[src/rtl/action_controller.sv]
// -----------------------------------------------------------------------------
// action_controller
//
// Front end for the runner's vertical-movement block. Cleans up three raw
// active-low push-buttons, generates the frame-rate update tick and issues
// one-cycle one-hot action pulses, refusing new actions while a movement
// sequence is still running.
//
// Ports:
//   clk        system clock
//   reset      asynchronous active-low reset
//   key_n[2:0] raw buttons, active-low, asynchronous to clk
//              (bit0 big jump, bit1 small jump, bit2 drop)
//   enable     game running; 0 pauses the tick divider and blocks new actions
//   operation  one-hot action pulse, one clk wide (001 big, 010 small, 100 drop)
//   update     one-clk frame tick
//   busy       high while a movement sequence is in progress
// -----------------------------------------------------------------------------
module action_controller #(
  parameter int TICK_DIV        = 833333,
  parameter int DEBOUNCE_CYCLES = 250000,
  parameter int BIG_LEN         = 10,
  parameter int SMALL_LEN       = 15,
  parameter int DROP_LEN        = 9
) (
  input  logic       clk,
  input  logic       reset,
  input  logic [2:0] key_n,
  input  logic       enable,
  output logic [2:0] operation,
  output logic       update,
  output logic       busy
);

  localparam int TW = (TICK_DIV > 1) ? $clog2(TICK_DIV) : 1;
  localparam int DW = (DEBOUNCE_CYCLES > 0) ? $clog2(DEBOUNCE_CYCLES + 1) : 1;

  localparam logic [TW-1:0] TICK_LAST = TW'(TICK_DIV - 1);
  // The counter holds the number of differing cycles already seen, so the
  // level is accepted on the cycle that would bring it to DEBOUNCE_CYCLES.
  localparam logic [DW-1:0] DEB_LAST  = DW'(DEBOUNCE_CYCLES - 1);

  localparam logic [4:0] BIG_L   = 5'(BIG_LEN);
  localparam logic [4:0] SMALL_L = 5'(SMALL_LEN);
  localparam logic [4:0] DROP_L  = 5'(DROP_LEN);

  localparam logic [0:0] S_IDLE   = 1'b0;
  localparam logic [0:0] S_ACTIVE = 1'b1;

  // Priority select: big > small > drop when presses share a cycle.
  function automatic logic [2:0] f_select(input logic [2:0] press);
    logic [2:0] sel;
    if (press[0]) begin
      sel = 3'b001;
    end else if (press[1]) begin
      sel = 3'b010;
    end else if (press[2]) begin
      sel = 3'b100;
    end else begin
      sel = 3'b000;
    end
    return sel;
  endfunction

  // Sequence length matching a one-hot action code.
  function automatic logic [4:0] f_len(input logic [2:0] sel);
    logic [4:0] len;
    case (sel)
      3'b001:  len = BIG_L;
      3'b010:  len = SMALL_L;
      3'b100:  len = DROP_L;
      default: len = 5'd0;
    endcase
    return len;
  endfunction

  logic [2:0]    r_sync1;
  logic [2:0]    r_sync2;
  logic [2:0]    r_deb;
  logic [2:0]    r_deb_prev;
  logic [DW-1:0] r_deb_cnt [3];
  logic [TW-1:0] r_tick_cnt;
  logic          r_update;
  logic [0:0]    r_state;
  logic [4:0]    r_remaining;
  logic [2:0]    r_operation;
  logic          r_busy;

  logic [2:0]    w_press;
  logic [2:0]    w_sel;

  // Two-FF synchroniser for the asynchronous buttons.
  always_ff @(posedge clk or negedge reset) begin
    if (!reset) begin
      r_sync1 <= 3'b111;
      r_sync2 <= 3'b111;
    end else begin
      r_sync1 <= key_n;
      r_sync2 <= r_sync1;
    end
  end

  // Per-key debounce: level accepted after DEBOUNCE_CYCLES consecutive differing clocks.
  always_ff @(posedge clk or negedge reset) begin
    if (!reset) begin
      r_deb      <= 3'b111;
      r_deb_prev <= 3'b111;
      for (int k = 0; k < 3; k++) begin
        r_deb_cnt[k] <= '0;
      end
    end else begin
      r_deb_prev <= r_deb;
      for (int k = 0; k < 3; k++) begin
        if (r_sync2[k] == r_deb[k]) begin
          r_deb_cnt[k] <= '0;
        end else if (r_deb_cnt[k] == DEB_LAST) begin
          r_deb[k]     <= r_sync2[k];
          r_deb_cnt[k] <= '0;
        end else begin
          r_deb_cnt[k] <= r_deb_cnt[k] + DW'(1);
        end
      end
    end
  end

  // Press event: one-cycle strobe on a debounced 1->0 transition only.
  always_comb begin
    w_press = r_deb_prev & ~r_deb;
    w_sel   = f_select(w_press);
  end

  // Frame tick divider; holds its count while paused.
  always_ff @(posedge clk or negedge reset) begin
    if (!reset) begin
      r_tick_cnt <= '0;
      r_update   <= 1'b0;
    end else if (enable) begin
      if (r_tick_cnt == TICK_LAST) begin
        r_tick_cnt <= '0;
        r_update   <= 1'b1;
      end else begin
        r_tick_cnt <= r_tick_cnt + TW'(1);
        r_update   <= 1'b0;
      end
    end else begin
      r_update <= 1'b0;
    end
  end

  // Action FSM: launches one sequence at a time and counts its update ticks down.
  always_ff @(posedge clk or negedge reset) begin
    if (!reset) begin
      r_state     <= S_IDLE;
      r_remaining <= 5'd0;
      r_operation <= 3'b000;
      r_busy      <= 1'b0;
    end else begin
      case (r_state)
        S_IDLE: begin
          if (enable && (w_press != 3'b000)) begin
            r_operation <= w_sel;
            r_remaining <= f_len(w_sel);
            r_state     <= S_ACTIVE;
            r_busy      <= 1'b1;
          end else begin
            r_operation <= 3'b000;
            r_busy      <= 1'b0;
          end
        end
        S_ACTIVE: begin
          r_operation <= 3'b000;
          // An update visible in the launch cycle belongs to the previous frame.
          if (r_update && (r_operation == 3'b000)) begin
            if (r_remaining <= 5'd1) begin
              r_remaining <= 5'd0;
              r_state     <= S_IDLE;
              r_busy      <= 1'b0;
            end else begin
              r_remaining <= r_remaining - 5'd1;
            end
          end else begin
            r_remaining <= r_remaining;
          end
        end
        default: begin
          r_state     <= S_IDLE;
          r_remaining <= 5'd0;
          r_operation <= 3'b000;
          r_busy      <= 1'b0;
        end
      endcase
    end
  end

  assign operation = r_operation;
  assign update    = r_update;
  assign busy      = r_busy;

endmodule
[config.mk]
export PLATFORM = sky130hd
export DESIGN_NAME = action_controller
export DESIGN_NICKNAME = d
export VERILOG_FILES = /design/src/rtl/action_controller.sv
export SDC_FILE = /design/constraint.sdc
export NUM_CORES = 1
export LEC_CHECK = 0
export CORE_MARGIN = 2
export CORE_UTILIZATION = 30
export DETAILED_ROUTE_END_ITERATION = 10
export PLACE_DENSITY = 0.54
export SETUP_SLACK_MARGIN = 0.2
export SYNTH_ARGS = -nofsm -noshare
export SYNTH_HDL_FRONTEND = slang
export SYNTH_SLANG_ARGS = --single-unit
[constraint.sdc]
create_clock -name clk -period 4.8 [get_ports clk]
set_input_delay 0.96 -clock clk [delete_from_list [all_inputs] [get_ports clk]]
set_output_delay 0.96 -clock clk [all_outputs]
set_load 0.01 [all_outputs]
Word-level counts from Yosys, hierarchy flattened
Cells that the tools add are included.

Flip-flop bits (word level): 97. Latch bits: 0. Memory bits (writable): 0. ROM bits: 0. Input bits: 6. Output and inout bits: 5. Logic and storage cells: 75. Memories kept: 0.

$add $sub $neg: 5. $mul: 0. Div/mod/pow operators: 0. Order comparisons: 1. Equality and inequality tests: 13. Shifts and indexed selects: 0. Multiplexer cells: 26. Bitwise operators: 6. Reductions and logical operators: 9.

Operators with widths (number): 18-bit two-way mux (6); 18-bit by 1-bit adder with 18-bit output, second input constant (3); 18-bit == test, second input constant (3); 20-bit by 1-bit adder with 20-bit output, second input constant (1); 20-bit == test, second input constant (1); 20-bit two-way mux (1); 5-bit two-way mux (3); 3-bit two-way mux (4); 4-bit case mux with 3 select lines (1); 5-bit case mux with 2 select lines (1); 2-bit AND reduction (5); 1-bit two-way mux (7); 3-bit case mux with 2 select lines (1); 5-bit by 1-bit less-or-equal comparator with 1-bit output, second input constant (1); 5-bit by 1-bit subtractor with 5-bit output, second input constant (1); 2-bit by 1-bit inequality test with 1-bit output, second input constant (2); 1-bit inverter (4); 1-bit case mux with 2 select lines (2); 3-bit bitwise AND (1); 1-bit == test (3); 3-bit by 1-bit == test with 1-bit output, second input constant (1); 3-bit by 2-bit == test with 1-bit output, second input constant (1); 3-bit == test, second input constant (1); 3-bit logical NOT (1); 4 further kinds (5).

Logic depth before layout (Yosys ltp)
Depth after elaboration: 9. Mapped depth: 6.

Worst setup path after synthesis
No wires, ideal clock.

Path kind: input to register. Start: input port enable. End: register r_tick_cnt[13]. Setup time: 0.077 ns. Arrival: 2.162 ns. Data required time: 4.723 ns. Setup slack: 2.561 ns. Cell stages on the path: 6. Path buffers: 2. Cells stage by stage: clkbuf_1 -> and4_1 -> clkbuf_1 -> nand3_1 -> or3_1 -> a21oi_1.

RTL lines: start: declaration (line 29) `input logic enable,`; end signal: assignment (line 142) `r_tick_cnt <= r_tick_cnt + TW'(1);`; end: declaration (line 82) `logic [TW-1:0] r_tick_cnt;`.

==> qor.txt <==
Register area share after synthesis: 51.5%
I/O pin total: 11
Placer Congestion: 0.857
R2r endpoint: r_deb_cnt[5]
Final worst path period share: 49.4%
Core Area: 15,300 um2
Clk_lat worst skew: 350 ps
Die H: 130 um
Pwr/cell area: 326 nW/um2
Leak: 2.17 nW
Clock Tree Buf Depth: 2
Final wirelength: 9030 um
Layout Cells excl Fill: 693
Worst r2r src: r_deb_cnt[11]
Worst-margin pin slew: 951 ps
Hold_buf cts: 0
Setup Crit Path Kind: in -> reg
Die X: 130 um
Kind of cell adding the most delay to the critical path: simple AND/OR/NAND/NOR gates
Number of setup buffers added after CTS: 0
CP required: 5070 ps
DRT Pass-1 Iters: 4
EDFF count, synth: 0
Fin crit period: 2370 ps
Htree depth: 3
Hold worst-path end: r_sync2[2]
GRT overflow: 0
Setup Skew: 9.29 ps
Vias in the first global route: 3,403
Hold depth: 0
Area Growth Syn to Fin: 12.8%
HPWL after DPL: 6210 um
Seq cells post-synth: 97
Critical path cell sequence: clkdlybuf4s50_1 > and4_1 > nand3_1 > or3_1 > a21oi_1
Post-cts repair resize count: 0
TNS Setup: 0 ps
Core Rows: 45
Dpl cells: 677
Syn Inst Count: 462
CTS tree: done
Die footprint: 16,800 um2
Top FF cell, synth: dfrtp_1
Most frequent cells in the layout: dfrtp_1 (85), nor2_1 (56), nand2_1 (32)
TritonCTS Buffers: 9
FILL cells: 1,590
Ant. Diodes: 0
Status: finished clean
Distinct cells, synth: 50
Syn Std Cell Area: 4740 um2
Layout cells sized above 1: 9.13%
Crit path largest cell delay: 660 ps
Peak Freq: 422 MHz
Nets: 490
Hold Crit Start: r_sync1[2]
Worst hold path class: reg -> reg
First-pass GRT wire length: 15,800 um
Syn Area/Cell: 10.3 um2
Final setup violation count: 0
IR drop worst, VDD: 0.169 mV
Worst reg2reg setup slack: 2620 ps
Max-slew violations: 0
Post-route ant nets: 0
Startpoint types: primary input
Crit path buffers/inverters: 1
CP max FO: 9
WP data arrival: 2650 ps
Slowest CP cell: clkdlybuf4s50_1
Syn Nets: 475
Residual DRC count: 0
Commonest non-fill, non-tap cell in the layout: dfrtp_1
Largest net degree at the start of global routing: 62
Clock sinks: 97
Vias: 3,436
Synth warnings: 0
Setup WS post-layout: 2430 ps
Initial core utilization: 31.0%
Vias per cell: 4.96
Port-buffer cells: 10
Reg2reg path depth: 4
Root buffer cell: clkbuf_16
RSZ-0062 raised after global routing: false
GRT Overall Usage: 11.7%
Initial antenna violation count: 0
Max cap viols: 0
Setup Slack @ Placement: 2050 ps
Final Hold Viols: 0
First DRT Iteration DRCs: 247
Slew Limit Headroom: 36.4%
Ys async rst share: 100%
Crit. End Element: flip-flop
Drt wl/cell: 13.0 um
Clk slew on worst S/H paths: 60 ps
layout make-up:
type	instances	area (um2)	share of cell area, %
timing repair buffer	11	105	1.97
sequential	97	2440	45.7
clock inverter	3	17.5	0.328
inverter	18	67.6	1.26
tap	211	264	4.94
multi-input combinational	340	2200	41.1
clock buffer	13	250	4.68
sequential cells by signal (all words and copies together) (netlist names):
register / flops
update: 1
r_state: 1
operation: 3
r_sync1: 3
busy: 1
r_sync2: 3
r_deb_cnt: 54
r_deb_prev: 3
r_deb: 3
r_tick_cnt: 20
r_remaining: 5
synth_stat cells (9+ instances only):
cell type   n  share of area [%]
nand4_1    15                2.0
inv_1      18                1.4
nor3_1      9               0.95
o21ai_0    16                1.7
xor2_1     24                4.4
a21oi_1    19                2.0
or3_1      11                1.5
or4_1      10                1.6
nand2_1    32                2.5
nand3_1    31                3.3
nor2_1     56                4.4
dfrtp_1    85                 45
nor4_1     15                2.0
dfstp_2    12                6.7
xnor2_1    26                4.8
cell families after synthesis:
family	share of synthesized area (%)
and+or+nand+nor	24.7
DFF	51.5
AOI/OAI and AO/OA	8.82
adders and majority gates	1.85
buffers and inverters	2.08
xor gates and xnor gates	9.24
muxes	1.85
worst reg2reg max path: cells and delay by family (launching register included):
family / cells / cell delay, ps
AOI/OAI and AO/OA: 1 / 950
DFF: 1 / 430
and+or+nand+nor: 3 / 640
worst max-delay path by stage:
stage                start             end  slack [ps]  cells past startpoint
floorplan           enable  r_tick_cnt[13]        2560                      6
global placement    enable  r_tick_cnt[13]        2090                      5
detailed placement  enable  r_tick_cnt[10]        2050                      4
CTS                 enable  r_tick_cnt[10]        2420                      4
global route        enable  r_tick_cnt[13]        2330                      5
finish              enable  r_tick_cnt[13]        2430                      5
through the flow:
step | power (W) | cell area [um2] | hold slack, ps | utilization (%)
3_5_place_dp | 0.00109 | 5080 | 349 | 33.2
3_3_place_gp | 0.00109 | 5080 | 349 | 33.2
5_1_grt | 0.00183 | 5350 | 363 | 34.9
4_1_cts | 0.00177 | 5350 | 358 | 34.9
2_1_floorplan | 0.00103 | 4740 | 345 | -
6_report | 0.00174 | 5350 | 356 | 34.9
power breakdown:
| part | leakage, nW | internal [W] | switching [W] |
|---|---|---|---|
| registers | 1.27 | 0.000863 | 0.0000589 |
| logic | 0.771 | 0.0000642 | 0.0000923 |
| clock network | 0.130 | 0.000364 | 0.000297 |
routing by layer:
metal	vias up	global-route usage, %	routed length, um
met5	-	0	0
met4	0	3.73	116
met3	12	3.73	326
met2	47	19.2	4360
met1	1697	14.6	4230
li1	1680	-	-
No activity file was read; power rests on OpenSTA's default activity.
